<file path="config.mk">
export PLATFORM = sky130hd
export DESIGN_NAME = turn_ctrl
export DESIGN_NICKNAME = d
export VERILOG_FILES = /design/src/rtl/turn_ctrl.sv
export SDC_FILE = /design/constraint.sdc
export NUM_CORES = 1
export LEC_CHECK = 0
export BUFFER_PORTS_ARGS = -buffer_cell sky130_fd_sc_hd__buf_4
export CAP_MARGIN = 20
export CELL_PAD_IN_SITES_DETAIL_PLACEMENT = 1
export CELL_PAD_IN_SITES_GLOBAL_PLACEMENT = 1
export CORE_MARGIN = 2
export CORE_UTILIZATION = 45
export CTS_BUF_LIST = sky130_fd_sc_hd__clkbuf_16
export DETAILED_ROUTE_END_ITERATION = 8
export PLACE_DENSITY = 0.92
export SLEW_MARGIN = 20
export SYNTH_ARGS = -nofsm -noshare
export SYNTH_HDL_FRONTEND = slang
export SYNTH_SLANG_ARGS = --single-unit
</file>
<file path="constraint.sdc">
create_clock -name clk -period 5.07 [get_ports clk]
set_input_delay 0.7605 -clock clk [delete_from_list [all_inputs] [get_ports clk]]
set_output_delay 0.7605 -clock clk [all_outputs]
set_load 0.02 [all_outputs]
</file>
<file path="src/rtl/turn_ctrl.sv">
// Turn sequencer: reveals the selected tile, compares it with the track square ahead, then advances, passes or ends the game.
// Optional button debounce filter enabled by defining TURN_CTRL_DEBOUNCE_EN.
module turn_ctrl #(
    parameter int unsigned NUM_PLAYERS = 4,
    parameter int unsigned STEP        = 1,
    parameter int unsigned SHOW_CYCLES = 25_000_000,
    parameter int unsigned DB_CYCLES   = 500_000
) (
    input  logic        clk,
    input  logic        rst,
    input  logic        btn,
    input  logic [3:0]  sel,
    input  logic [3:0]  tile_pic,
    input  logic [3:0]  target_pic,
    input  logic        W,
    output logic [1:0]  T,
    output logic [4:0]  N,
    output logic        B,
    output logic [3:0]  tile_idx,
    output logic [11:0] revealed,
    output logic        match_flag,
    output logic        busy,
    output logic        game_over
);

    localparam int unsigned NUM_TILES = 12;
    localparam int unsigned SHOW_W    = $clog2(SHOW_CYCLES + 1);

    if (NUM_PLAYERS < 2 || NUM_PLAYERS > 4 || SHOW_CYCLES < 1 || DB_CYCLES < 1) begin : g_param_err
        $error("turn_ctrl: illegal parameter value");
    end

    typedef enum logic [2:0] {
        S_IDLE, S_CMP, S_SHOW, S_ADV, S_SETTLE, S_PASS, S_OVER
    } state_e;

    // Button synchronizer and rising-edge detector
    logic sync1_q, sync1_d, sync2_q, sync2_d;
    logic lvl_prev_q, lvl_prev_d;
    logic btn_lvl, press;

`ifdef TURN_CTRL_DEBOUNCE_EN
    localparam int unsigned DB_W = $clog2(DB_CYCLES + 1);
    logic [DB_W-1:0] db_cnt_q, db_cnt_d;
    logic            db_lvl_q, db_lvl_d;

    // Accept a new level only after it differs from the filtered one for DB_CYCLES clocks in a row
    always_comb begin
        db_cnt_d = '0;
        db_lvl_d = db_lvl_q;
        if (sync2_q != db_lvl_q) begin
            if (db_cnt_q == DB_W'(DB_CYCLES - 1)) db_lvl_d = sync2_q;
            else                                  db_cnt_d = db_cnt_q + DB_W'(1);
        end
    end

    always_ff @(posedge clk) begin
        if (rst) begin
            db_cnt_q <= '0;
            db_lvl_q <= 1'b0;
        end else begin
            db_cnt_q <= db_cnt_d;
            db_lvl_q <= db_lvl_d;
        end
    end

    assign btn_lvl = db_lvl_q;
`else
    assign btn_lvl = sync2_q;
`endif

    assign press = btn_lvl & ~lvl_prev_q;

    always_comb begin
        sync1_d    = btn;
        sync2_d    = sync1_q;
        lvl_prev_d = btn_lvl;
    end

    state_e              state_q, state_d;
    logic [SHOW_W-1:0]   show_cnt_q, show_cnt_d;
    logic                settle_q, settle_d;
    logic [1:0]          t_q, t_d;
    logic [4:0]          n_q, n_d;
    logic                b_q, b_d;
    logic [3:0]          tile_idx_q, tile_idx_d;
    logic [11:0]         revealed_q, revealed_d;
    logic                match_q, match_d;
    logic                busy_q, busy_d;
    logic                over_q, over_d;
    logic [15:0]         rev_ext;

    assign rev_ext = {4'b0, revealed_q};

    // Next-state and registered-output logic
    always_comb begin
        state_d    = state_q;
        show_cnt_d = show_cnt_q;
        settle_d   = settle_q;
        t_d        = t_q;
        tile_idx_d = tile_idx_q;
        revealed_d = revealed_q;
        match_d    = match_q;
        over_d     = over_q;

        unique case (state_q)
            S_IDLE: begin
                if (press && sel < 4'(NUM_TILES) && !rev_ext[sel]) begin
                    tile_idx_d = sel;
                    state_d    = S_CMP;
                end
            end
            S_CMP: begin
                match_d    = (tile_pic == target_pic);
                revealed_d = revealed_q | 12'(16'b1 << tile_idx_q);
                show_cnt_d = '0;
                state_d    = S_SHOW;
            end
            S_SHOW: begin
                if (show_cnt_q == SHOW_W'(SHOW_CYCLES - 1)) state_d = match_q ? S_ADV : S_PASS;
                else                                        show_cnt_d = show_cnt_q + SHOW_W'(1);
            end
            S_ADV: begin
                settle_d = 1'b0;
                state_d  = S_SETTLE;
            end
            S_SETTLE: begin
                // W is valid on the second settle cycle; a full board ends the turn
                if (!settle_q)          settle_d = 1'b1;
                else if (W) begin
                    over_d  = 1'b1;
                    state_d = S_OVER;
                end
                else if (&revealed_q)   state_d = S_PASS;
                else                    state_d = S_IDLE;
            end
            S_PASS: begin
                t_d        = (t_q == 2'(NUM_PLAYERS - 1)) ? 2'd0 : t_q + 2'd1;
                revealed_d = '0;
                state_d    = S_IDLE;
            end
            S_OVER:  state_d = S_OVER;
            default: state_d = S_IDLE;
        endcase

        b_d    = (state_d == S_ADV);
        n_d    = b_d ? 5'(STEP) : 5'd0;
        busy_d = !(state_d == S_IDLE || state_d == S_OVER);
    end

    always_ff @(posedge clk) begin
        if (rst) begin
            sync1_q    <= 1'b0;
            sync2_q    <= 1'b0;
            lvl_prev_q <= 1'b0;
            state_q    <= S_IDLE;
            show_cnt_q <= '0;
            settle_q   <= 1'b0;
            t_q        <= '0;
            n_q        <= '0;
            b_q        <= 1'b0;
            tile_idx_q <= '0;
            revealed_q <= '0;
            match_q    <= 1'b0;
            busy_q     <= 1'b0;
            over_q     <= 1'b0;
        end else begin
            sync1_q    <= sync1_d;
            sync2_q    <= sync2_d;
            lvl_prev_q <= lvl_prev_d;
            state_q    <= state_d;
            show_cnt_q <= show_cnt_d;
            settle_q   <= settle_d;
            t_q        <= t_d;
            n_q        <= n_d;
            b_q        <= b_d;
            tile_idx_q <= tile_idx_d;
            revealed_q <= revealed_d;
            match_q    <= match_d;
            busy_q     <= busy_d;
            over_q     <= over_d;
        end
    end

    assign T          = t_q;
    assign N          = n_q;
    assign B          = b_q;
    assign tile_idx   = tile_idx_q;
    assign revealed   = revealed_q;
    assign match_flag = match_q;
    assign busy       = busy_q;
    assign game_over  = over_q;

endmodule
</file>
==> out/summary.txt, run 1 <==
Status: completed
Clk root buf: clkbuf_16
Fin crit share: 50.5%
CP Data Required Time: 5.24 ns
Post-CTS Hold Buffers: 0
Synth-to-Final Area Change: 18.3%
CTS tree: done
Number of vias per cell: 5.59
Max Cap Viol: 0
Final Util: 55.3%
Pre-CTS setup slack: 2.41 ns
Vias in the first global route: 2,336
Setup Skew: 0.00575 ns
Cells after Synth: 307
Synth Area in Simple Gates: 24.9%
Avg WL per Cell: 16.1 um
Worst-path cell chain: buf_4, nor2b_1, a211oi_1, a2111oi_0, nor2_1, o21ai_0, o31ai_1
Largest net degree at the start of global routing: 28
CTS resizes: 0
Syn Area/Cell: 8.39 um2
Diode count: 0
CTS Buffer Depth: 2
CTS Sinks: 54
GP Congestion: 0.815
DRC: 0
IO Port Bufs: 38
Wirelength, routed: 6.58 mm
Hpwl dp: 4.57 mm
Post-synthesis mux area share: 2.53%
Peak supply drop: 0.136 mV
Die span in x: 79.7 um
Worst slew pin tran: 0.942 ns
Clock Latency Late Sink: 0.30 ns
GRT Util Overall: 22.9%
Clk pin slew, worst setup/hold paths: 0.07 ns
Area contributors post-synth: dfxtp_1, xnor2_1, nor2_1
Top FF cell, synth: dfxtp_1
Crit Path Category: in2reg
Largest family of logic cells by synthesized area: simple AND/OR/NAND/NOR gates
Num CTS Buffers: 5
Combinational share of power: 5.5%
Unrepaired setup endpoints after global routing: false
Slowest stage delay, CP: 0.84 ns
Ys async rst share: 0%
Filler cells: 677
Critical path capture point type: register
# rows: 27
Setup TNS after final layout: 0 ns
Final setup viols: 0
Sequential area share after synthesis: 42.0%
Min Tclk post-route: 2.56 ns
Achievable frequency: 390 MHz
Cell taking the most area after synthesis: dfxtp_1
CP Launch Type: input port
CP Max Fanout: 6
Initial core utilization: 46.8%
Post-synthesis adder-cell area fraction: 0.971%
Max Slew Vio Count: 0
Netlist cell types: 42
Post-Syn Area: 2580 um2
Internal: 683 uW
Leak: 0.00107 uW
Final net count: 355
Die Y: 79.7 um
Routed Antenna Nets: 0
# H-tree levels: 2
Cell at the slowest stage of the critical path: a2111oi_0
First-pass GRT wire length: 11.5 mm
Post-CTS Setup Bufs: 0
Slew headroom: 35.6%
Clock power share: 45.5%
Hold WC Path Type: reg2reg
P_sw: 199 uW
Fin worst setup slack: 2.51 ns
Via count: 2,292
Share of the synthesized area in the top cell type: 42.0%
Sw frac: 22.5%
EDFF count, synth: 0
Final count of hold timing violations: 0
Core box area: 5510 um2
Pre-Repair DR Iteration Count: 5
Layout cells sized above 1: 15.7%
Overflow after GRT: 0
IO Pins: 43
DRC violation total after the first TritonRoute iteration: 131
Xor and xnor area share after synthesis: 9.18%
Synthesis Warnings: 0
Die area: 6350 um2
#FFs+latches synth: 54
Critical path arrival: 2.73 ns
Compound-Gate Fraction of Synth Area: 15.3%
Sequential Power Share: 49.1%
Initial antenna violation count: 0
Power per cell area: 289 nW/um2
Design Power: 882 uW
final timing paths:
path	from	endpoint	slack, ns	cells after the start
hold / removal	sync1_q	btn_lvl	0.45	1
setup / recovery	sel[0]	busy	2.51	7
hold reg to reg	sync1_q	btn_lvl	0.45	1
setup reg to reg	show_cnt_q[6]	show_cnt_q[24]	2.57	6
metrics by stage:
stage | hold WS, ns | cell area (um2) | instances
detailed placement | 0.428 | 2870 | 402
finish | 0.446 | 3050 | 410
floorplan | 0.414 | 2590 | 310
global placement | 0.419 | 2870 | 402
global route | 0.472 | 3050 | 410
CTS | 0.451 | 3050 | 410
layout make-up:
cell class	instances	area, um2	area share (%)
clock buffer	5	125	4.11
clock inverter	3	47.5	1.56
inverter	9	33.8	1.11
multi-input combinational	228	1380	45.2
sequential	54	1080	35.5
tap	72	90.1	2.96
timing repair buffer	39	293	9.61
cells in the final DEF, fill, tap and decap left out, types with 8 or more instances in the layout:
cell type	netlist	final
a211oi_1	12	12
a21oi_1	23	23
buf_4	6	39
dfxtp_1	54	54
inv_1	9	9
nand2_1	20	20
nand3_1	11	11
nand4_1	8	8
nor2_1	49	49
nor2b_1	11	11
nor3_1	8	8
o21ai_0	8	8
xnor2_1	27	27
kinds of logic after synthesis:
family                   after synthesis
multiplexers                           4
XOR/XNOR                              27
flip-flops                            54
buffers and inverters                 28
other                                  1
AO/OA/AOI/OAI                         62
adder cells (fa/ha/maj)                2
AND/OR/NAND/NOR                      129
critical path, delay by kind of cell:
family | cells | cell delay, ns
and+or+nand+nor | 2 | 0.40
AOI/OAI and AO/OA | 4 | 1.42
buffers and inverters | 1 | 0.14
cell usage after synthesis (3+ instances only):
| library cell | count |
|---|---|
| a2111oi_0 | 7 |
| a211oi_1 | 12 |
| a21oi_1 | 23 |
| a31oi_1 | 4 |
| and3_1 | 3 |
| buf_4 | 6 |
| clkbuf_1 | 11 |
| dfxtp_1 | 54 |
| inv_1 | 9 |
| nand2_1 | 20 |
| nand2b_1 | 4 |
| nand3_1 | 11 |
| nand4_1 | 8 |
| nor2_1 | 49 |
| nor2b_1 | 11 |
| nor3_1 | 8 |
| o21ai_0 | 8 |
| o31ai_1 | 3 |
| xnor2_1 | 27 |
metal layers:
| layer | share of wire (%) | vias to the layer above | GRT usage (%) |
|---|---|---|---|
| li1 | - | 1123 | - |
| met1 | 45 | 1112 | 29.6 |
| met2 | 50 | 51 | 38.7 |
| met3 | 3.5 | 6 | 3.51 |
| met4 | 1.4 | 0 | 8.10 |
| met5 | 0 | - | 0 |
power groups by stage:
stage,clock (uW),combinational [uW],sequential [uW]
2_1_floorplan,0,30.8,442
3_3_place_gp,0,45.9,442
3_5_place_dp,0,47.9,443
4_1_cts,407,48.6,433
5_1_grt,427,53.4,433
6_report,401,48.3,433
state kept, by name, indices dropped and copies added, names as in the netlist, 2 cells and up:
name,cells
tile_idx,4
show_cnt_q,25
T,2
state_q,3
revealed,12
No activity file was read; power rests on OpenSTA's default activity.
==> run 2, diff against run 1 <==
--- a/config.mk
+++ b/config.mk
@@ -10,10 +10,10 @@
 export CELL_PAD_IN_SITES_DETAIL_PLACEMENT = 1
 export CELL_PAD_IN_SITES_GLOBAL_PLACEMENT = 1
 export CORE_MARGIN = 2
-export CORE_UTILIZATION = 45
+export CORE_UTILIZATION = 41
 export CTS_BUF_LIST = sky130_fd_sc_hd__clkbuf_16
 export DETAILED_ROUTE_END_ITERATION = 8
-export PLACE_DENSITY = 0.92
+export PLACE_DENSITY = 0.85
 export SLEW_MARGIN = 20
 export SYNTH_ARGS = -nofsm -noshare
 export SYNTH_HDL_FRONTEND = slang
==> constraint.sdc (replaced) <==
create_clock -name clk -period 2.65 [get_ports clk]
set_input_delay 0.3975 -clock clk [delete_from_list [all_inputs] [get_ports clk]]
set_output_delay 0.3975 -clock clk [all_outputs]
set_load 0.02 [all_outputs]
==> run 2 against run 1 <==
Net effect: die area grew 9.3%; via count up 1.3%; sequential cell count unchanged; cell area rose by 0.45%; critical path depth unchanged; sequential power is 91% higher; count of clock-buffer cells in the layout is the same; clock skew down 0.00073 ns; first-iteration DRC count is 33% lower; global-route usage shrank 3.9 points; critical path type is now reg2reg; largest cell class unchanged.
==> out/summary.txt, run 2 (synthesis gave the netlist of run 1 again) <==
Final setup viols: 0
Final count of hold timing violations: 0
DRC: 0
IO Port Bufs: 38
Status: completed
Avg WL per Cell: 15.4 um
Largest Register: show_cnt_q
Largest net degree at the start of global routing: 25
Via count: 2,321
CTS tree: done
Setup Skew: 0.00501 ns
Clock Latency Late Sink: 0.29 ns
R2R depth: 7
Achievable frequency: 409 MHz
Clk pin slew, worst setup/hold paths: 0.07 ns
Die span in x: 83.3 um
DRC violation total after the first TritonRoute iteration: 88
Wirelength, routed: 6.43 mm
GP Congestion: 0.758
Diode count: 0
Num CTS Buffers: 5
Crit Path Category: reg2reg
Max reg flops: 25
Min Tclk post-route: 2.45 ns
IO Pins: 43
CP Max Fanout: 5
CTS Sinks: 54
First-pass GRT wire length: 11.1 mm
Number of vias per cell: 5.55
CTS resizes: 0
Max Slew Vio Count: 0
Hpwl dp: 4.66 mm
Design Power: 1550 uW
Filler cells: 725
Unrepaired setup endpoints after global routing: false
Core box area: 5990 um2
# H-tree levels: 2
Clk root buf: clkbuf_16
CP Launch Type: register
Setup TNS after final layout: 0 ns
Leading cell types in the layout, fill and taps excluded: dfxtp_1, nor2_1, buf_4, xnor2_1, a21oi_1
Commonest non-fill, non-tap cell in the layout: dfxtp_1
Peak supply drop: 0.252 mV
Leak: 0.00108 uW
Die Y: 83.3 um
Critical path capture point type: register
Worst slew pin tran: 0.582 ns
Post-CTS Hold Buffers: 0
Max Cap Viol: 0
Overflow after GRT: 0
Fin crit share: 92.4%
Power per cell area: 508 nW/um2
Post-CTS Setup Bufs: 0
Hold Path Cell Cnt: 2
Initial core utilization: 43.0%
Layout cells sized above 1: 16.6%
GRT Util Overall: 19.0%
Slew headroom: 61.1%
Routed Antenna Nets: 0
Hold WC Path Type: in2reg
Die area: 6930 um2
Initial antenna violation count: 0
Pre-Repair DR Iteration Count: 4
Vias in the first global route: 2,274
CTS Buffer Depth: 2
Synth-to-Final Area Change: 18.8%
Final net count: 361
CP Data Required Time: 2.81 ns
# rows: 28
Critical path arrival: 2.61 ns
-- run 2: area by class of cell --
| cell class | count | area (um2) | share of cell area (%) |
|---|---|---|---|
| sequential | 54 | 1080 | 35.3 |
| tap | 75 | 93.8 | 3.07 |
| inverter | 9 | 33.8 | 1.10 |
| clock buffer | 5 | 125 | 4.09 |
| timing repair buffer | 45 | 338 | 11.0 |
| clock inverter | 2 | 11.3 | 0.368 |
| multi-input combinational | 228 | 1380 | 45.0 |
-- run 2: worst max-delay path, cell delays in order, from the launching register on --
cell and delay, ns:
dfxtp_1 0.40, ha_1 0.25, nand3_2 0.14, or4_4 0.59, or4_1 0.51, a21oi_2 0.19, nor2b_1 0.16, o31ai_1 0.08
-- run 2: worst paths after layout --
path | endpoint | slack [ns] | start
worst min-delay path | sync1_q | 0.32 | btn
worst min register to register | btn_lvl | 0.44 | sync1_q
worst max-delay path | busy | 0.20 | show_cnt_q[0]
worst max register to register | busy | 0.20 | show_cnt_q[0]
-- run 2: stage by stage --
stage	hold WS, ns	area, um2	util, %	cells	setup slack (ns)
global placement	0.416	2920	48.8	411	0.294
detailed placement	0.430	2920	48.8	411	0.234
global route	0.366	3060	51.1	418	0.0415
CTS	0.319	3060	51.1	418	0.201
floorplan	0.414	2590	-	310	0.401
finish	0.321	3060	51.1	418	0.202
-- run 2: where the power goes --
part | switching (uW) | internal, uW
registers | 9.07 | 819
clock network | 289 | 342
logic | 53.9 | 40.6
-- run 2: per-layer routing --
layer	wire (um)	global-route usage [%]
met3	202	3.08
met5	0	0
met2	3180	32.6
met1	3000	24.9
met4	53	4.77
==> run 3, diff against run 2 <==
--- a/config.mk
+++ b/config.mk
@@ -10,10 +10,10 @@
 export CELL_PAD_IN_SITES_DETAIL_PLACEMENT = 1
 export CELL_PAD_IN_SITES_GLOBAL_PLACEMENT = 1
 export CORE_MARGIN = 2
-export CORE_UTILIZATION = 41
+export CORE_UTILIZATION = 40
 export CTS_BUF_LIST = sky130_fd_sc_hd__clkbuf_16
 export DETAILED_ROUTE_END_ITERATION = 8
-export PLACE_DENSITY = 0.85
+export PLACE_DENSITY = 0.83
 export SLEW_MARGIN = 20
 export SYNTH_ARGS = -nofsm -noshare
 export SYNTH_HDL_FRONTEND = slang
==> constraint.sdc (replaced) <==
create_clock -name clk -period 2.3 [get_ports clk]
set_input_delay 0.345 -clock clk [delete_from_list [all_inputs] [get_ports clk]]
set_output_delay 0.345 -clock clk [all_outputs]
set_load 0.02 [all_outputs]
==> run 3 against run 2 <==
Net effect: worst setup slack got worse by 0.11 ns; register-to-register slack worse by 0.11 ns; largest power group unchanged; routed wire length up 3.0%; fmax up 11%; cell area up 3.7%; die area up 2.4%; cell count increased by 2.2%; combinational power rose by 24%; sequential share of layout area down 1.2 points; via count increased by 0.99%; clock skew increased by 0.0016 ns; non-clock buffer count grew 6.
==> out/summary.txt, run 3 (synthesis gave the netlist of run 1 again) <==
FF/Latch Area: 1080 um2
Layout cells sized above 1: 19.4%
Critical path arrival: 2.37 ns
GP Congestion: 0.771
Worst R2R Setup Slack: 0.09 ns
Die Y: 84.3 um
Leak: 0.00114 uW
Routed Antenna Nets: 0
Worst-path cell chain: or3_1, or4_4, or4_1, a21oi_2, nor2b_2, o31ai_1
Slowest stage delay, CP: 0.50 ns
Status: completed
Initial antenna violation count: 0
GRT Util Overall: 19.3%
Clk pin slew, worst setup/hold paths: 0.07 ns
Max reg flops: 25
Reg2reg start: show_cnt_q[6]
Die span in x: 84.3 um
# rows: 29
Final net count: 367
CTS tree: done
Setup TNS after final layout: 0 ns
Die area: 7100 um2
Vias in the first global route: 2,310
IO Pins: 43
Leading cell types in the layout, fill and taps excluded: dfxtp_1, buf_4, nor2_1, xnor2_1, a21oi_1
First-pass GRT wire length: 11.2 mm
Min Tclk post-route: 2.21 ns
Hold Path Cell Cnt: 2
Via count: 2,344
Cell at the slowest stage of the critical path: or4_1
Clock Latency Late Sink: 0.29 ns
Peak supply drop: 0.327 mV
Final setup viols: 0
Hold WC Path Type: in2reg
Worst slew pin tran: 0.556 ns
Power per cell area: 612 nW/um2
CTS Sinks: 54
Wirelength, routed: 6.63 mm
Clk root buf: clkbuf_16
DRC: 0
Max Cap Viol: 0
CP Data Required Time: 2.47 ns
Fin crit share: 96.0%
IO Port Bufs: 38
Hpwl dp: 4.61 mm
Number of vias per cell: 5.49
Max Slew Vio Count: 0
Design Power: 1940 uW
Unrepaired setup endpoints after global routing: false
Achievable frequency: 453 MHz
CTS Buffer Depth: 2
R2R depth: 6
Critical path capture point type: register
Overflow after GRT: 0
Hold_sp: btn
CTS resizes: 0
Initial core utilization: 41.0%
Filler cells: 752
Diode count: 0
Slew headroom: 62.6%
Crit Path Category: reg2reg
Avg WL per Cell: 15.5 um
Final count of hold timing violations: 0
# H-tree levels: 2
Critical R2R Capture: busy
Post-CTS Setup Bufs: 0
CP Launch Type: register
Core box area: 6280 um2
Synth-to-Final Area Change: 23.2%
Commonest non-fill, non-tap cell in the layout: dfxtp_1
Area of the multi-input gates: 1400 um2
Num CTS Buffers: 5
Setup Skew: 0.00661 ns
DRC violation total after the first TritonRoute iteration: 64
Largest Register: show_cnt_q
Pre-Repair DR Iteration Count: 4
Largest net degree at the start of global routing: 26
CP Max Fanout: 4
WHS Endpoint: sync1_q
Post-CTS Hold Buffers: 0
run 3: how the worst max path moves through the flow:
| stage | start | endpoint | slack (ns) | cells past startpoint |
|---|---|---|---|---|
| after global placement | show_cnt_q[0] | busy | 0.08 | 7 |
| final | show_cnt_q[6] | busy | 0.09 | 6 |
| after CTS | show_cnt_q[1] | busy | 0.006 | 7 |
| after detailed placement | show_cnt_q[1] | busy | 0.01 | 7 |
| after floorplan | show_cnt_q[0] | busy | 0.05 | 7 |
| after global routing | state_q[0] | B | 0.01 | 6 |
run 3: metal layers:
| layer | part of all wire [%] | GRT usage (%) |
|---|---|---|
| met4 | 1.3 | 5.72 |
| met1 | 45 | 24.4 |
| met5 | 0 | 0 |
| met3 | 2.8 | 3.54 |
| met2 | 51 | 33.5 |
run 3: critical path, delay by kind of cell (launching register included):
family           cells  cell delay, ns
AND/OR/NAND/NOR      4            1.48
flip-flops           1            0.34
AO/OA/AOI/OAI        2            0.25
run 3: through the flow:
step           instances  cell area [um2]  hold slack [ns]  worst slack (ns)  util (%)
6_report             427             3170            0.262            0.0914      50.5
5_1_grt              427             3170            0.260            0.0145      50.5
4_1_cts              427             3150            0.268           0.00615      50.2
3_5_place_dp         419             2980            0.440            0.0137      47.5
3_3_place_gp         419             2980            0.422            0.0837      47.5
2_1_floorplan        310             2590            0.414            0.0506         -
run 3: final cells by class:
type,count,share of cell area [%]
inverter,9,1.06
multi-input combinational,228,44.0
clock inverter,3,1.34
clock buffer,5,3.94
sequential,54,34.1
tap,77,3.04
timing repair buffer,51,12.5
run 3: power breakdown:
part | internal, uW | leakage (uW) | switching, uW | total, uW
clock network | 515 | 0.0000818 | 357 | 872
registers | 943 | 0.000437 | 9.40 | 952
logic | 51.6 | 0.000619 | 65.4 | 117
